`config.mk`:
```
export PLATFORM = sky130hd
export DESIGN_NAME = jp_emu
export DESIGN_NICKNAME = d
export VERILOG_FILES = /design/src/rtl/jp_emu.sv
export SDC_FILE = /design/constraint.sdc
export NUM_CORES = 1
export LEC_CHECK = 0
export ABC_AREA = 1
export ABC_CLOCK_PERIOD_IN_PS = 2500
export CORE_UTILIZATION = 58
export CTS_BUF_LIST = sky130_fd_sc_hd__clkbuf_8
export DETAILED_ROUTE_END_ITERATION = 6
export HOLD_SLACK_MARGIN = 0.08
export PLACE_DENSITY = 0.82
export SYNTH_ARGS = -nofsm -noshare
export SYNTH_HDL_FRONTEND = slang
export SYNTH_HIERARCHICAL = 1
export SYNTH_SLANG_ARGS = --single-unit
```
`constraint.sdc`:
```
create_clock -name clk_in -period 2.5 [get_ports clk_in]
set_clock_uncertainty 0.15 [all_clocks]
set_input_delay 0.375 -clock clk_in [delete_from_list [all_inputs] [get_ports clk_in]]
set_output_delay 0.375 -clock clk_in [all_outputs]
set_load 0.02 [all_outputs]
```
`src/rtl/jp_emu.sv`:
```
// jp_emu: two-pad NES controller emulator on the console joypad port.
// Filtered clk/latch lines drive a 4021-style serial responder.

module jp_emu_filt #(
   parameter int FILTER_CYCLES = 4
) (
   input  logic clk_in,
   input  logic rst_in,
   input  logic pin,
   output logic lvl,
   output logic flip
);

   localparam logic [3:0] LIM = 4'(FILTER_CYCLES - 1);

   logic       s1;
   logic       s2;
   logic [3:0] cnt;

   // flip marks the cycle whose edge moves lvl to s2
   assign flip = (s2 != lvl) && (cnt == LIM);

   always_ff @(posedge clk_in) begin
      if (rst_in) begin
         s1  <= 1'b0;
         s2  <= 1'b0;
         lvl <= 1'b0;
         cnt <= 4'd0;
      end else begin
         s1 <= pin;
         s2 <= s1;
         if (s2 == lvl) begin
            cnt <= 4'd0;
         end else if (flip) begin
            lvl <= s2;
            cnt <= 4'd0;
         end else begin
            cnt <= cnt + 4'd1;
         end
      end
   end

endmodule

module jp_emu #(
   parameter int FILTER_CYCLES = 4
) (
   input  logic       clk_in,
   input  logic       rst_in,
   input  logic [7:0] btn1_in,
   input  logic [7:0] btn2_in,
   input  logic       btn_upd_in,
   input  logic       jp_clk_in,
   input  logic       jp_latch_in,
   output logic       jp_data1_out,
   output logic       jp_data2_out,
   output logic [7:0] latch_cnt_out
);

   typedef enum logic [1:0] {
      IDLE,
      LOAD,
      SHIFT,
      EMPTY
   } state_t;

   state_t     state;
   state_t     state_nxt;
   logic       clk_lvl;
   logic       clk_flip;
   logic       lat_lvl;
   logic       lat_flip;
   logic       clk_rise;
   logic       lat_rise;
   logic       lat_fall;
   logic [7:0] pend1;
   logic [7:0] pend2;
   logic [7:0] sr1;
   logic [7:0] sr2;
   logic [3:0] idx;

   jp_emu_filt #(.FILTER_CYCLES(FILTER_CYCLES)) u_clk_filt (
      .clk_in (clk_in),
      .rst_in (rst_in),
      .pin    (jp_clk_in),
      .lvl    (clk_lvl),
      .flip   (clk_flip)
   );

   jp_emu_filt #(.FILTER_CYCLES(FILTER_CYCLES)) u_lat_filt (
      .clk_in (clk_in),
      .rst_in (rst_in),
      .pin    (jp_latch_in),
      .lvl    (lat_lvl),
      .flip   (lat_flip)
   );

   // edges are seen in the same cycle the filtered level moves
   assign clk_rise = clk_flip & ~clk_lvl;
   assign lat_rise = lat_flip & ~lat_lvl;
   assign lat_fall = lat_flip &  lat_lvl;

   always_ff @(posedge clk_in) begin
      if (rst_in) state <= IDLE;
      else        state <= state_nxt;
   end

   always_comb begin
      state_nxt = state;
      unique case (state)
         IDLE:  if (lat_rise) state_nxt = LOAD;
         LOAD:  if (lat_fall) state_nxt = SHIFT;
         SHIFT: begin
            if (lat_rise)
               state_nxt = LOAD;
            else if (clk_rise && idx == 4'd7)
               state_nxt = EMPTY;
         end
         EMPTY: if (lat_rise) state_nxt = LOAD;
         default: state_nxt = IDLE;
      endcase
   end

   always_ff @(posedge clk_in) begin
      if (rst_in) begin
         pend1         <= 8'h00;
         pend2         <= 8'h00;
         sr1           <= 8'h00;
         sr2           <= 8'h00;
         idx           <= 4'd0;
         jp_data1_out  <= 1'b1;
         jp_data2_out  <= 1'b1;
         latch_cnt_out <= 8'h00;
      end else begin
         if (btn_upd_in) begin
            pend1 <= btn1_in;
            pend2 <= btn2_in;
         end
         // latch wins over a coincident clk edge
         if (state == LOAD || lat_rise) begin
            sr1 <= pend1;
            sr2 <= pend2;
            idx <= 4'd0;
         end else if (state == SHIFT && clk_rise) begin
            sr1 <= {1'b1, sr1[7:1]};
            sr2 <= {1'b1, sr2[7:1]};
            idx <= idx + 4'd1;
         end
         if (lat_rise)
            latch_cnt_out <= latch_cnt_out + 8'd1;
         if (state == IDLE) begin
            jp_data1_out <= 1'b1;
            jp_data2_out <= 1'b1;
         end else begin
            jp_data1_out <= ~sr1[0];
            jp_data2_out <= ~sr2[0];
         end
      end
   end

endmodule
```
# Yosys cells after proc, flatten, opt, wreduce, memory -nomap -nowiden
# Index checks and enable logic that the tools add are counted.
# Widths: inputs -> output; s select.
[word_totals] register_bits=62 inputBits=21 output_inout_bits=10 word_cells=67
[classes] add_sub_neg=4 n_eq_ne=13 n_mux=9 n_bitwise=9 reduce_logical=15
[ops] operator="$mux 8" n=4
[ops] operator="$add 4x1->4 const B" n=3
[ops] operator="$add 8x1->8 const B" n=1
[ops] operator="$eq 4x2->1 const B" n=2
[ops] operator="$mux 2" n=4
[ops] operator="$not 1->1" n=6
[ops] operator="$pmux 2 s3" n=1
[ops] operator="$reduce_or 2->1" n=3
[ops] operator="$reduce_or 3->1" n=2
[ops] operator="$eq 2x2->1 const B" n=2
[ops] operator="$eq 4x3->1 const B" n=1
[ops] operator="$logic_and 1x1->1" n=4
[ops] operator="$reduce_and 2->1" n=2
[ops] operator="$and 1x1->1" n=3
[ops] operator="$ne 3x3->1 const B" n=1
[ops] operator="$reduce_and 3->1" n=1
[ops] operator="$eq 1x1->1" n=2
[ops] operator="$eq 2x1->1 const B" n=1
[ops] operator="$logic_not 2->1" n=1
[ops] operator="$ne 1x1->1" n=2
[ops] operator="$ne 2x1->1 const B" n=1
[ops] operator="$ne 2x2->1 const B" n=1
[ops] operator="$reduce_bool 2->1" n=1
[ops] operator="$logic_or 1x1->1" n=1

# Depth between registers and ports, before layout
[depth] depth_word=7 ltp_mapped=11 mapped_depth_nobuf=10

# By module
# The synthesis kept the hierarchy.
[by_module_without_submodules] mod="jp_emu" instances=1 cells_each=300 area_each_um2=2204.6 seq_area_each_um2=960.9
[by_module_without_submodules] mod="jp_emu_filt" instances=2 cells_each=37 area_each_um2=280.3 seq_area_each_um2=140.1

# Worst setup path after synthesis
# OpenSTA, ideal clock, no wires.
[synth_path] kind="register to register" from="register u_lat_filt.cnt[0]" to="register sr1[1]" setup_ns=0.117 t_arrival_ns=1.600 required_time_ns=2.233 path_slack_ns=0.633 path_stages_with_launch=12 path_buffers=1 synth_period_minus_slack_ns=1.867 path_cell_list="dfxtp_1 > ha_1 > nand2_2 > a21oi_1 > nand2_4 > nand2_8 > inv_8 > nand2_8 > buf_12 > o21ai_2 > nor2_1 > nor2_1"
[synth_via] elab_chain_len=5 word_cells_on_any_way=6 cone_classes="1 x eq/ne; 1 x mux; 1 x bitwise; 3 x reduce/logical"
[synth_rtl] item="from (decl)" line="18" source="logic [3:0] cnt;"
[synth_rtl] item="from (signal assigned)" line="38" source="cnt <= cnt + 4'd1;"
[synth_rtl] item="$eq 4x2->1 *" line="21" source="assign flip = (s2 != lvl) && (cnt == LIM);"
[synth_rtl] item="$logic_and 1x1->1 *" line="21"
[synth_rtl] item="net lat_flip" line="72" source="logic lat_flip;"
[synth_rtl] item="$and 1x1->1 *" line="100" source="assign lat_rise = lat_flip & ~lat_lvl;"
[synth_rtl] item="$logic_or 1x1->1 *" line="140" source="if (state == LOAD || lat_rise) begin"
[synth_rtl] item="$mux 8 or $reduce_bool 2->1 (tied branches)"
[synth_rtl] item="to (signal assigned)" line="141" source="sr1 <= pend1;"
[synth_rtl] item="to (signal assigned)" line="145" source="sr1 <= {1'b1, sr1[7:1]};"
[synth_rtl] item="to (decl)" line="78" source="logic [7:0] sr1;"
# The timed path passes the listed nets; every way through them passes the cells marked *.
# A chain may end at the register's enable or synchronous reset.

# Final worst setup path
[layout_path] from="register u_lat_filt.cnt[0]" to="register sr2[2]"
[layout_via] elab_chain_len=5 word_cells_on_any_way=6 cone_classes="1 x eq/ne; 1 x mux; 1 x bitwise; 3 x reduce/logical"
[layout_rtl] item="$eq 4x2->1 *" line="21"
[layout_rtl] item="$logic_and 1x1->1 *" line="21"
[layout_rtl] item="net lat_flip" line="72"
[layout_rtl] item="$and 1x1->1 *" line="100"
[layout_rtl] item="$logic_or 1x1->1 *" line="140"
[layout_rtl] item="$mux 8 or $reduce_bool 2->1 (tied branches)"
[layout_rtl] item="to (signal assigned)" line="142" source="sr2 <= pend2;"
[layout_rtl] item="to (signal assigned)" line="146" source="sr2 <= {1'b1, sr2[7:1]};"
[layout_rtl] item="to (decl)" line="79" source="logic [7:0] sr2;"
# Marks and branches as above.

==> impl_metrics.sql <==
INSERT INTO impl_metrics (metric_group, metric, value, unit) VALUES
('status', 'outcome', 'complete, no violations', ''),
('timing', 'setup_viol', '0', ''),
('cts', 'post_cts_setup_bufs', '0', ''),
('cts', 'cts_tree', 'yes', ''),
('timing', 'report.final.slew_viol_count', '0', ''),
('logic_synthesis', 'netlist_area', '2770', 'um^2'),
('global_route', 'vias_in_the_first_global_route', '2089', ''),
('hold_path', 'holdPathStages', '1', ''),
('placement', 'hpwlAfterDp', '3530', 'um'),
('logic_synthesis', 'flip_flop_cell_with_the_highest_count_after_synthesis', 'dfxtp_1', ''),
('timing', 'max_clock_freq', '459', 'MHz'),
('placement', 'placed_cells_incl_taps', '446', ''),
('global_route', 'groute.usage.overall', '0.222', ''),
('timing', 'tightestPinTransition', '0.749', 'ns'),
('worst_setup_path', 'critical_path.endpoint_type', 'register', ''),
('routing', 'totalWireLength', '5170', 'um'),
('timing', 'final_hold_viol_count', '0', ''),
('timing', 'min_period', '2.18', 'ns'),
('floorplan', 'die_outline_area', '5050', 'um^2'),
('global_route', 'global_route.usage.met1', '0.267', ''),
('cts', 'cts_made_buffers', '9', ''),
('floorplan', 'initial_core_util', '0.618', ''),
('worst_setup_path', 'worstSetupStartpointType', 'register', ''),
('global_route', 'grt_remaining_overflow', '0', ''),
('logic_synthesis', 'ys_seq_area_frac', '0.449', ''),
('global_route', 'grt_max_degree', '39', ''),
('global_route', 'initial_antenna_violation_count', '0', ''),
('finish', 'num-nets-final', '434', ''),
('cts', 'cts_hold_buffers', '0', ''),
('cts', 'post_cts_clock_slew_at_the_launch_and_capture_registers_of_the_worst_setup_and_hold_paths', '0.07', 'ns'),
('worst_setup_path', 'critical_path.max_fanout', '25', ''),
('global_route', 'grt_use_met2', '0.368', ''),
('finish', 'final_cell_count_no_fill', '462', ''),
('logic_synthesis', 'synth_edf_count', '0', ''),
('routing', 'detail_route.wl_per_cell', '11.2', 'um'),
('logic_synthesis', 'async_reset_ff_frac', '0', ''),
('pwr', 'power_density', '806', 'nW/um^2'),
('routing', 'detailedRoute.firstIterationViolations', '102', ''),
('floorplan', 'ports_placed_on_the_boundary', '31', ''),
('pwr', 'p_leak', '1.36', 'nW'),
('timing', 'timing.max_slew.rel_slack', '0.500', ''),
('cts', 'cts_max_level', '3', ''),
('timing', 'total_negative_setup_slacks', '0', 'ns'),
('placement', 'port-buffer-count', '30', ''),
('worst_setup_path', 'worstPathRequired', '2.58', 'ns'),
('flow_run', 'drv_cap', '0', ''),
('logic_synthesis', 'synthDistinctLibCells', '27', ''),
('floorplan', 'core', '4470', 'um^2'),
('global_route', 'busiest_grt_layer', 'met2', ''),
('worst_setup_path', 'worst_ep_arrival_time', '2.26', 'ns'),
('global_route', 'grt_first_pass_wirelength', '8710', 'um'),
('logic_synthesis', 'count_of_state_elements_after_synthesis', '62', ''),
('logic_synthesis', 'yosysWarningCount', '6', ''),
('floorplan', 'die_height', '71.0', 'um'),
('hold_path', 'hp-class', 'reg2reg', ''),
('routing', 'detail_route.vias_per_cell', '5.00', ''),
('worst_setup_path', 'critPathKind', 'reg2reg', ''),
('routing', 'remaining_drc_errors', '0', ''),
('worst_setup_path', 'rr_worst_depth', '10', ''),
('pwr', 'irDropWorstVdd', '607', 'uV'),
('global_route', 'groute.layer.met3.usage', '0.0641', ''),
('logic_synthesis', 'synthesized_area_divided_by_synthesized_cell_count', '7.39', 'um^2'),
('routing', 'routed-via-count', '2311', ''),
('timing', 'rsz0062_at_grt', 'false', ''),
('cts', 'cts-resized-gates', '0', ''),
('finish', 'antenna-diode-count', '0', ''),
('logic_synthesis', 'postSynthCellCount', '374', ''),
('floorplan', 'placement_rows', '24', ''),
('finish', 'drive_above_1_share', '0.0902', ''),
('worst_setup_path', 'r2r_setup_slack', '0.32', 'ns'),
('cts', 'clock-sinks', '62', ''),
('placement', 'globalplace.congestion', '0.760', ''),
('finish', 'utilization', '0.729', ''),
('cts', 'clk_latency', '0.34', 'ns'),
('timing', 'layout_worst_path_cycle_share', '0.871', ''),
('cts', 'cts-root-to-sink-buffers', '2', ''),
('cts', 'ctsRootBufferMaster', 'clkbuf_8', ''),
('logic_synthesis', 'synth_fp_nets', '403', ''),
('routing', 'drt_pre_antenna_iters', '4', ''),
('floorplan', 'die-width', '71.0', 'um'),
('routing', 'drt.antenna.violating_nets', '0', ''),
('finish', 'area_delta_synth_final', '17.9', '%');
## kinds of logic (layout without fill, tap and decap cells)
logic type | Yosys count | in the layout | synth area share
and+or+nand+nor | 146 | 146 | 0.229
AOI/OAI and AO/OA | 79 | 79 | 0.155
buffers and inverters | 76 | 112 | 0.121
DFF | 62 | 62 | 0.449
adders and majority gates | 8 | 8 | 0.0362
xor gates and xnor gates | 3 | 3 | 0.00950
## Yosys cell counts, drive strengths merged, types with 2 or more instances
library cell,count,area [um^2]
nor2,78,293
inv,65,257
dfxtp,62,1240
nand2,48,228
o21ai,47,262
a21oi,32,168
nand3,16,90.1
ha,8,100
buf,6,57.6
clkbuf,5,20.0
nand4,3,18.8
xnor2,2,17.5
## power breakdown
| group | leakage, nW | total (W) | switching [W] | internal (W) |
|---|---|---|---|---|
| Sequential | 0.507 | 0.00115 | 0.0000515 | 0.00110 |
| Clock | 0.110 | 0.000874 | 0.000368 | 0.000506 |
| Combinational | 0.748 | 0.000602 | 0.000377 | 0.000224 |
## state kept, by name, indices dropped and copies added (netlist names), 4 cells and up
register	count
idx	4
latch_cnt_out	8
pend1	8
pend2	8
sr1	8
sr2	8
u_clk_filt/cnt	4
u_lat_filt/cnt	4
## metal layers
metal / wire [um] / vias up
li1: - / 1226
met1: 2510 / 1049
met2: 2440 / 31
met3: 170 / 5
met4: 55 / 0
met5: 0 / -
## cell usage in the layout, fill, tap and decap left out, types with 2 or more instances in the layout
| master | Yosys | final |
|---|---|---|
| a21oi_1 | 30 | 30 |
| nor2_1 | 78 | 78 |
| clkbuf_8 | 0 | 11 |
| a21oi_2 | 2 | 2 |
| xnor2_1 | 2 | 2 |
| nand3_2 | 2 | 2 |
| nand3_1 | 14 | 14 |
| clkinv_2 | 0 | 3 |
| inv_2 | 2 | 2 |
| o21ai_2 | 7 | 7 |
| ha_1 | 8 | 8 |
| nand2_1 | 42 | 42 |
| nand4_1 | 3 | 3 |
| dfxtp_1 | 62 | 62 |
| inv_1 | 61 | 62 |
| nand2_8 | 2 | 2 |
| o21ai_0 | 31 | 31 |
| nand2_2 | 3 | 3 |
| clkdlybuf4s50_1 | 0 | 30 |
| o21ai_1 | 9 | 9 |
## cell type report
cell class	instances	area, um^2
inverter	65	256
tap	52	65.1
timing repair buffer	31	308
multi-input combinational	236	1190
fill	374	1210
sequential	62	1240
clock inverter	5	48.8
clock buffer	11	151
## per-stage QoR
stage	instance area [um^2]	setup slack, ns	power (W)	hold slack, ns
floorplan	2770	0.633	0.00169	0.215
global placement	3060	0.446	0.00174	0.229
CTS	3260	0.309	0.00264	0.250
global route	3260	0.119	0.00279	0.265
finish	3260	0.324	0.00263	0.249
detailed placement	3060	0.327	0.00177	0.232
## path summary, 6_finish.rpt
check                 endpoint               from
setup / recovery        sr2[2]  u_lat_filt/cnt[0]
hold / removal    jp_data2_out             sr2[0]
setup reg to reg        sr2[2]  u_lat_filt/cnt[0]
hold reg to reg   jp_data2_out             sr2[0]
## worst max-delay path, stage by stage, from the launching register on
cell     delay (ns)
dfxtp_1        0.37
ha_1           0.22
nand2_2        0.10
a21oi_1        0.40
nand2_4        0.14
nand2_8        0.15
inv_8          0.09
nand2_8        0.17
o21ai_0        0.12
nor2_1         0.11
nor2_1         0.04
Note: power is estimated with default switching activity, not from simulation.
